==> config.mk <==
export PLATFORM = sky130hd
export DESIGN_NAME = isplit_stream
export DESIGN_NICKNAME = d
export VERILOG_FILES = /design/src/rtl/isplit_stream.sv
export SDC_FILE = /design/constraint.sdc
export NUM_CORES = 1
export LEC_CHECK = 0
export ABC_AREA = 1
export ABC_CLOCK_PERIOD_IN_PS = 6300
export BUFFER_PORTS_ARGS = -buffer_cell sky130_fd_sc_hd__buf_4
export CAP_MARGIN = 25
export CORE_MARGIN = 8
export CORE_UTILIZATION = 50
export CTS_CLUSTER_DIAMETER = 100
export DETAILED_ROUTE_END_ITERATION = 8
export GPL_ROUTABILITY_DRIVEN = 0
export GPL_TIMING_DRIVEN = 1
export PLACE_DENSITY = 0.7
export SLEW_MARGIN = 20
export SYNTH_ARGS = -nofsm -noshare
export SYNTH_HDL_FRONTEND = slang
export SYNTH_SLANG_ARGS = --single-unit
==> constraint.sdc <==
create_clock -name clk -period 6.3 [get_ports clk]
set_clock_uncertainty 0.1 [all_clocks]
set_input_delay 0.315 -clock clk [delete_from_list [all_inputs] [get_ports clk]]
set_output_delay 0.315 -clock clk [all_outputs]
set_load 0.01 [all_outputs]
==> src/rtl/isplit_stream.sv <==
// Streaming Y86 instruction splitter: buffers fetch beats as bytes and presents
// one fully decoded instruction at the buffer head per handshake.
module isplit_stream #(
  parameter int IN_BYTES  = 4,
  parameter int WORD_W    = 32,
  parameter int BUF_BYTES = 16
) (
  input  logic                           clk,
  input  logic                           reset,
  input  logic                           flush,
  input  logic                           in_valid,
  output logic                           in_ready,
  input  logic [8*IN_BYTES-1:0]          in_data,
  output logic                           out_valid,
  input  logic                           out_ready,
  output logic [3:0]                     icode,
  output logic [3:0]                     ifun,
  output logic [3:0]                     rA,
  output logic [3:0]                     rB,
  output logic [WORD_W-1:0]              Dest,
  output logic [WORD_W-1:0]              D_V,
  output logic [3:0]                     ilen,
  output logic                           ierr,
  output logic [$clog2(BUF_BYTES+1)-1:0] level
);

  localparam int IMM_BYTES = WORD_W / 8;
  localparam int LW        = $clog2(BUF_BYTES + 1);
  localparam int BUF_W     = 8 * BUF_BYTES;
  localparam int IN_W      = 8 * IN_BYTES;
  localparam logic [LW-1:0] BUF_L = LW'(BUF_BYTES);
  localparam logic [LW-1:0] IN_L  = LW'(IN_BYTES);

  logic [BUF_W-1:0] mem_q;
  logic [BUF_W-1:0] mem_d;
  logic [BUF_W-1:0] popped;
  logic [BUF_W-1:0] push_data;
  logic [BUF_W-1:0] push_mask;
  logic [LW-1:0]    level_q;
  logic [LW-1:0]    pop_n;
  logic [LW-1:0]    base;
  logic [3:0]       head_icode;
  logic [3:0]       head_len;
  logic             head_err;
  logic             head_ok;
  logic             push;
  logic             pop;

  assign head_icode = mem_q[7:4];

  always_comb begin
    head_len = 4'd1;
    head_err = 1'b0;
    case (head_icode)
      4'h0, 4'h1, 4'h9:        head_len = 4'd1;
      4'h2, 4'h6, 4'hA, 4'hB:  head_len = 4'd2;
      4'h7, 4'h8:              head_len = 4'(1 + IMM_BYTES);
      4'h3, 4'h4, 4'h5:        head_len = 4'(2 + IMM_BYTES);
      default: begin
        head_len = 4'd1;
        head_err = 1'b1;
      end
    endcase
  end

  assign head_ok   = (level_q != '0) && (level_q >= LW'(head_len));
  assign out_valid = !reset && head_ok;
  assign in_ready  = !reset && ((BUF_L - level_q) >= IN_L);
  assign push      = in_valid && in_ready;
  assign pop       = out_valid && out_ready;
  assign pop_n     = pop ? LW'(head_len) : '0;
  assign base      = level_q - pop_n;

  // Pop shifts the head out first; the beat then lands right behind what remains.
  always_comb begin
    popped    = mem_q >> {pop_n, 3'b000};
    push_data = {{(BUF_W - IN_W){1'b0}}, in_data} << {base, 3'b000};
    push_mask = {{(BUF_W - IN_W){1'b0}}, {IN_W{1'b1}}} << {base, 3'b000};
    mem_d     = push ? ((popped & ~push_mask) | push_data) : popped;
  end

  always_ff @(posedge clk) begin
    if (reset || flush) begin
      level_q <= '0;
    end else begin
      level_q <= level_q + (push ? IN_L : '0) - pop_n;
    end
  end

  always_ff @(posedge clk) begin
    mem_q <= mem_d;
  end

  always_comb begin
    icode = '0;
    ifun  = '0;
    rA    = '0;
    rB    = '0;
    Dest  = '0;
    D_V   = '0;
    ilen  = '0;
    ierr  = 1'b0;
    if (out_valid) begin
      icode = mem_q[7:4];
      ifun  = mem_q[3:0];
      rA    = mem_q[15:12];
      rB    = mem_q[11:8];
      Dest  = mem_q[8 +: WORD_W];
      D_V   = mem_q[16 +: WORD_W];
      ilen  = head_len;
      ierr  = head_err;
    end
  end

  assign level = level_q;

endmodule

-- Word level (Yosys, flattened, before mapping)
Cells that the tools add are included.
- latch bits: 0
- input bits: 37
- memories kept: 0
- bits in read-only memories: 0
- RAM bits: 0
- logic and storage cells: 51
- output and inout bits: 92
- flip-flop bits (word level): 133
- bitwise gates (word level): 3
- div/mod/pow operators: 0
- add/subtract/negate cells: 4
- shift-type cells: 3
- multiplexer cells: 13
- reduce and logical (&&, ||, !) cells: 13
- equal/unequal tests: 11
- magnitude comparators: 2
- $mul: 0
- operator list (operator ; count):
    $and A128 B128 Y128 ; 1
    $mux W128 ; 1
    $not A128 Y128 ; 1
    $or A128 B128 Y128 ; 1
    $shl A32 B8 Y128 ; 1
    $shl A32 B8 Y128 const A ; 1
    $shr A128 B7 Y128 ; 1
    $mux W32 ; 2
    $mux W4 ; 6
    $eq A4 B3 Y1 const B ; 4
    $eq A4 B4 Y1 const B ; 4
    $reduce_or A12 Y1 ; 1
    $sub A5 B4 Y5 ; 2
    $pmux W3 S3 ; 1
    $eq A4 B2 Y1 const B ; 2
    $add A5 B3 Y5 ; 1
    $ge A5 B3 Y1 const B ; 1
    $ge A5 B4 Y1 ; 1
    $logic_and A1 B1 Y1 ; 5
    $reduce_bool A5 Y1 ; 1
    $sub A5 B5 Y5 const A ; 1
    $eq A4 B1 Y1 const B ; 1
    $logic_not A4 Y1 ; 1
    $reduce_or A4 Y1 ; 1
    6 further kinds ; 7

-- Depth between registers and ports, before layout
- word-level depth: 14
- depth in mapped cells: 30
- depth with buffers taken out: 28

-- Worst setup path before layout
No wires, ideal clock.
- path type: flip-flop to flip-flop
- start: register mem_q[5]
- end: register mem_q[112]
- arrival: 3.870 ns
- cell stages (with the launch flop): 24
- setup slack: 2.199 ns
- cells stage by stage: dfxtp_1 -> inv_1 -> o21ai_1 -> a21oi_4 -> inv_2 -> ha_1 -> nand2_1 -> nor2_1 -> nor2_1 -> nand3_2 -> nand3_1 -> nor2_2 -> buf_4 -> buf_2 -> ha_1 -> fa_1 -> or2_1 -> nand3_1 -> xor2_2 -> nor2_2 -> nand2_1 -> buf_2 -> o21ai_2 -> o22ai_1
- longest elaborated chain between the ends: 14
- elaborated cells on any way between the ends: 26
- classes of those cells: add/sub: 1; order compare: 1; eq/ne: 9; shift: 3; mux: 3; bitwise: 3; reduce/logical: 6
- RTL lines (element ; line ; source):
    start, declared ; 34 ; logic [BUF_W-1:0] mem_q;
    start signal, assigned ; 91 ; mem_q <= mem_d;
    $eq A4 B2 Y1 (tied with other cells) ; 54 ; case (head_icode)
    $reduce_or A4 Y1 (tied with other cells) ; 54 ;
    $pmux W3 S3 * ; 54 ;
    $ge A5 B4 Y1 ; 66 ; assign head_ok = (level_q != '0) && (level_q >= LW'(head_len));
    $logic_and A1 B1 Y1 ; 66 ;
    $logic_and A1 B1 Y1 ; 67 ; assign out_valid = !reset && head_ok;
    $logic_and A1 B1 Y1 ; 70 ; assign pop = out_valid && out_ready;
    $mux W4 * ; 71 ; assign pop_n = pop ? LW'(head_len) : '0;
    $sub A5 B4 Y5 ; 72 ; assign base = level_q - pop_n;
    $shl A32 B8 Y128 ; 78 ; push_mask = {{(BUF_W - IN_W){1'b0}}, {IN_W{1'b1}}} << {base, 3'b000};
    $not A128 Y128 ; 79 ; mem_d = push ? ((popped & ~push_mask) | push_data) : popped;
    $and A128 B128 Y128 ; 79 ;
    $or A128 B128 Y128 ; 79 ;
    $mux W128 * ; 79 ;
    net mem_d[112] ; 35 ; logic [BUF_W-1:0] mem_d;
Mark *: on every way through the listed nets, which the timed path passes. The rest lies on a longest branch.
A chain may end at the register's enable or synchronous reset.

-- Worst setup path in the final report
- start: register mem_q[5]
- end: register mem_q[42]
The elaborated chain is that of the path after synthesis.

==> load_flow_metrics.sql <==
INSERT INTO impl_metrics (metric_group, metric, value, unit) VALUES
('setup_path', 'timing_worst_setup_path_type', 'reg -> reg', ''),
('cts', 'clock_insertion_delay_worst_skew', '430', 'ps'),
('timing', 'fin_hold_ws', '172', 'ps'),
('place', 'portBuffers', '127', ''),
('setup_path', 'cp_slowest_cell', 'sky130_fd_sc_hd__fa_1', ''),
('min_path', 'worst_hold_startpoint', 'flush', ''),
('logic_synthesis', 'postSynth.topFlopCell', 'sky130_fd_sc_hd__dfxtp_1', ''),
('setup_path', 'critPathMaxFanout', '24', ''),
('final_layout', 'synthToLayoutAreaGrowth', '12.5', '%'),
('setup_path', 'critical_path.max_stage_delay', '1070', 'ps'),
('cts', 'clkTransAtPathRegs', '70', 'ps'),
('floorplanning', 'design.die.area', '27200', 'sq um'),
('place', 'detailed_place.area', '11800', 'sq um'),
('setup_path', 'crit_chain', 'inv_1 > o21ai_1 > a21oi_4 > inv_2 > ha_1 > nand2_1 > nor2_1 > nor2_1 > nand3_2 > nand3_1 > nor2_4 > ha_1 > fa_1 > inv_1 > buf_4 > nand2_1 > nand2_1 > nor3_1 > nand2_1 > nand3_1 > nand2_1', ''),
('logic_synthesis', 'syn-instance-count', '2019', ''),
('logic_synthesis', 'synth-warning-count', '0', ''),
('global_routing', 'groute.usage.overall', '0.309', ''),
('setup_path', 'cpMostUsedCell', 'sky130_fd_sc_hd__nand2_1', ''),
('timing', 'timing.slew.headroom', '0.276', ''),
('logic_synthesis', 'synth-xor-area-share', '0.00452', ''),
('setup_path', 'crit_path_end_kind', 'flip-flop', ''),
('global_routing', 'grt-ovfl-total', '0', ''),
('logic_synthesis', 'synthSimpleGateAreaFrac', '0.520', ''),
('setup_path', 'worst_setup_path_start_kind', 'flip-flop', ''),
('final_layout', 'final_util', '0.571', ''),
('global_routing', 'number_of_global_route_vias_before_repair', '11741', ''),
('setup_path', 'cp_data_required_time', '6510', 'ps'),
('logic_synthesis', 'synth.cell_area', '11100', 'sq um'),
('setup_path', 'crit_start', 'mem_q[5]', ''),
('global_routing', 'antenna_found_initial', '0', ''),
('timing', 'setup_viol', '0', ''),
('cts', 'post-cts-setup-buffer-count', '0', ''),
('drt', 'route.antenna.remaining_nets', '0', ''),
('cts', 'cts.sink_count', '133', ''),
('logic_synthesis', 'synth_seq_cells', '133', ''),
('logic_synthesis', 'post_synth_cell_types', '43', ''),
('cts', 'htree_levels', '4', ''),
('min_path', 'worst_hold_path_type', 'in -> reg', ''),
('floorplanning', 'floorplan.rows', '54', ''),
('logic_synthesis', 'count_of_flip_flops_with_a_built_in_enable_after_synthesis', '0', ''),
('final_layout', 'drive_gt1_frac', '0.109', ''),
('drt', 'detailedRoute.firstIterationViolations', '2123', ''),
('setup_path', 'worst_ep_arrival_time', '5270', 'ps'),
('floorplanning', 'die_x', '165', 'microns'),
('setup_path', 'path_buf_inv', '4', ''),
('cts', 'cts-buffers-inserted', '17', ''),
('timing', 'setup_total_negative_slack', '0', 'ps'),
('cts', 'clockRootBuffer', 'sky130_fd_sc_hd__clkbuf_16', ''),
('cts', 'ctsLongestPathBuffers', '2', ''),
('power', 'p_leak', '0.00683', 'uW'),
('run_status', 'status', 'complete, no violations', ''),
('final_layout', 'stdcell_area', '12500', 'sq um'),
('cts', 'cts_repair_resize_count', '0', ''),
('drt', 'first_pass_iteration_count_of_the_detailed_router', '6', ''),
('drt', 'routed_via_density', '5.70', ''),
('drt', 'detailroute.via_count', '13326', ''),
('power', 'worst_ir_drop_vdd', '0.231', 'mV'),
('logic_synthesis', 'fraction_of_the_yosys_area_taken_by_sequential_cells', '0.240', ''),
('drt', 'wire_per_inst', '18.4', 'microns'),
('logic_synthesis', 'syn_avg_cell_area', '5.49', 'sq um'),
('cts', 'post_cts_hold_buffer_count', '0', ''),
('logic_synthesis', 'dominant_combinational_cell_family_by_area_after_synthesis', 'simple AND/OR/NAND/NOR gates', ''),
('drt', 'drt_wl_total', '43100', 'microns'),
('floorplanning', 'core_area', '21800', 'sq um'),
('timing', 'min_period_over_period', '0.803', ''),
('final_layout', 'finalNetCount', '2097', ''),
('timing', 'setup_ws', '1240', 'ps'),
('logic_synthesis', 'synth_async_sr_flop_share', '0', ''),
('timing', 'rsz0062_at_grt', 'false', ''),
('power', 'power-per-cell-area', '558', 'nW/um^2'),
('floorplanning', 'ioPinCount', '129', '');
through the flow:
| stage | instances | power [uW] |
|---|---|---|
| 2_1_floorplan | 2019 | 4510 |
| 5_1_grt | 2338 | 7480 |
| 3_5_place_dp | 2305 | 5720 |
| 6_report | 2339 | 6950 |
| 3_3_place_gp | 2305 | 5690 |
| 4_1_cts | 2337 | 6820 |
logic make-up (layout without fill, tap and decap cells):
kind of cell	count (synthesis)	after routing
xor+xnor	4	4
fa+ha+maj	15	15
compound gates	140	140
buf+inv	366	405
other cells	1	2
simple gates	1360	1360
flops	133	133
layout by cell type (no fill, tap or decap), types with 3 or more instances in the layout:
master / count
sky130_fd_sc_hd__nor2_4: 3
sky130_fd_sc_hd__nand2_1: 766
sky130_fd_sc_hd__ha_1: 12
sky130_fd_sc_hd__bufinv_16: 4
sky130_fd_sc_hd__clkbuf_16: 17
sky130_fd_sc_hd__nor2_1: 120
sky130_fd_sc_hd__buf_4: 146
sky130_fd_sc_hd__clkinv_2: 3
sky130_fd_sc_hd__a21oi_1: 17
sky130_fd_sc_hd__o22ai_1: 9
sky130_fd_sc_hd__o31ai_1: 3
sky130_fd_sc_hd__o21ai_0: 59
sky130_fd_sc_hd__o21ai_1: 28
sky130_fd_sc_hd__and2_0: 8
sky130_fd_sc_hd__nor2_2: 4
sky130_fd_sc_hd__inv_2: 16
sky130_fd_sc_hd__nor3_1: 11
sky130_fd_sc_hd__nand4_1: 3
sky130_fd_sc_hd__nand3_1: 429
sky130_fd_sc_hd__or2_2: 6
sky130_fd_sc_hd__fa_1: 3
sky130_fd_sc_hd__a22oi_1: 10
sky130_fd_sc_hd__dfxtp_1: 133
sky130_fd_sc_hd__inv_6: 4
sky130_fd_sc_hd__inv_1: 207
sky130_fd_sc_hd__nand2_2: 3
sky130_fd_sc_hd__o21ai_2: 3
sky130_fd_sc_hd__o21a_1: 3
final timing paths:
path / slack, ps / endpoint
worst max-delay path: 1240 / mem_q[42]
worst min-delay path: 170 / level[2]
worst max register to register: 1240 / mem_q[42]
worst min register to register: 420 / mem_q[123]
synthesized netlist by cell type (6+ instances only):
cell type / instances / area [sq um]
sky130_fd_sc_hd__o22ai_1: 9 / 56.3
sky130_fd_sc_hd__nand2_1: 766 / 2880
sky130_fd_sc_hd__buf_1: 21 / 78.8
sky130_fd_sc_hd__nor2_1: 120 / 450
sky130_fd_sc_hd__a22oi_1: 10 / 75.1
sky130_fd_sc_hd__nor2_2: 6 / 37.5
sky130_fd_sc_hd__buf_2: 58 / 290
sky130_fd_sc_hd__a21oi_1: 17 / 85.1
sky130_fd_sc_hd__inv_2: 16 / 60.1
sky130_fd_sc_hd__o21ai_0: 59 / 295
sky130_fd_sc_hd__dfxtp_1: 133 / 2660
sky130_fd_sc_hd__ha_1: 12 / 150
sky130_fd_sc_hd__or2_2: 6 / 37.5
sky130_fd_sc_hd__nor3_1: 11 / 55.1
sky130_fd_sc_hd__o21ai_1: 28 / 140
sky130_fd_sc_hd__nand3_1: 429 / 2150
sky130_fd_sc_hd__inv_1: 207 / 777
sky130_fd_sc_hd__buf_4: 38 / 285
sky130_fd_sc_hd__clkbuf_1: 24 / 90.1
sky130_fd_sc_hd__and2_0: 8 / 50.1
worst register-to-register path, stage by stage (launching register included):
cell                      delay (ps)
sky130_fd_sc_hd__dfxtp_1         310
sky130_fd_sc_hd__inv_1           150
sky130_fd_sc_hd__o21ai_1         140
sky130_fd_sc_hd__a21oi_4         310
sky130_fd_sc_hd__inv_2           120
sky130_fd_sc_hd__ha_1            300
sky130_fd_sc_hd__nand2_1          80
sky130_fd_sc_hd__nor2_1           50
sky130_fd_sc_hd__nor2_1          110
sky130_fd_sc_hd__nand3_2         110
sky130_fd_sc_hd__nand3_1         200
sky130_fd_sc_hd__nor2_4           50
sky130_fd_sc_hd__ha_1            230
sky130_fd_sc_hd__fa_1           1070
sky130_fd_sc_hd__inv_1           150
sky130_fd_sc_hd__buf_4           260
sky130_fd_sc_hd__nand2_1         120
sky130_fd_sc_hd__nand2_1         110
sky130_fd_sc_hd__nor3_1          260
sky130_fd_sc_hd__nand2_1         380
sky130_fd_sc_hd__nand3_1         240
sky130_fd_sc_hd__nand2_1          90
flip-flops by register name, indices dropped and copies added (netlist names):
signal	flops
level	5
mem_q	128
area by class of cell:
| class | count | area (sq um) |
|---|---|---|
| multi-input cells | 1520 | 6840 |
| well taps | 280 | 350 |
| flip-flops and latches | 133 | 2660 |
| inverters | 225 | 845 |
| repair buffers | 148 | 1140 |
| diodes | 1 | 2.50 |
| clock inverters | 15 | 203 |
| clock buffers | 17 | 425 |
| fillers | 2310 | 9350 |
power breakdown:
group	switching [uW]	internal (uW)	total (uW)
clock	418	666	1080
combinational	2960	1370	4340
sequential	218	1310	1530
total	3600	3350	6950
layer usage:
metal / vias up / global-route usage / wire [microns]
li1: 6421 / - / -
met1: 5870 / 0.447 / 18600
met3: 87 / 0.0890 / 6170
met2: 948 / 0.432 / 17300
met4: 0 / 0.0889 / 1030
met5: - / 0 / 0
No activity file was read; power rests on OpenSTA's default activity.
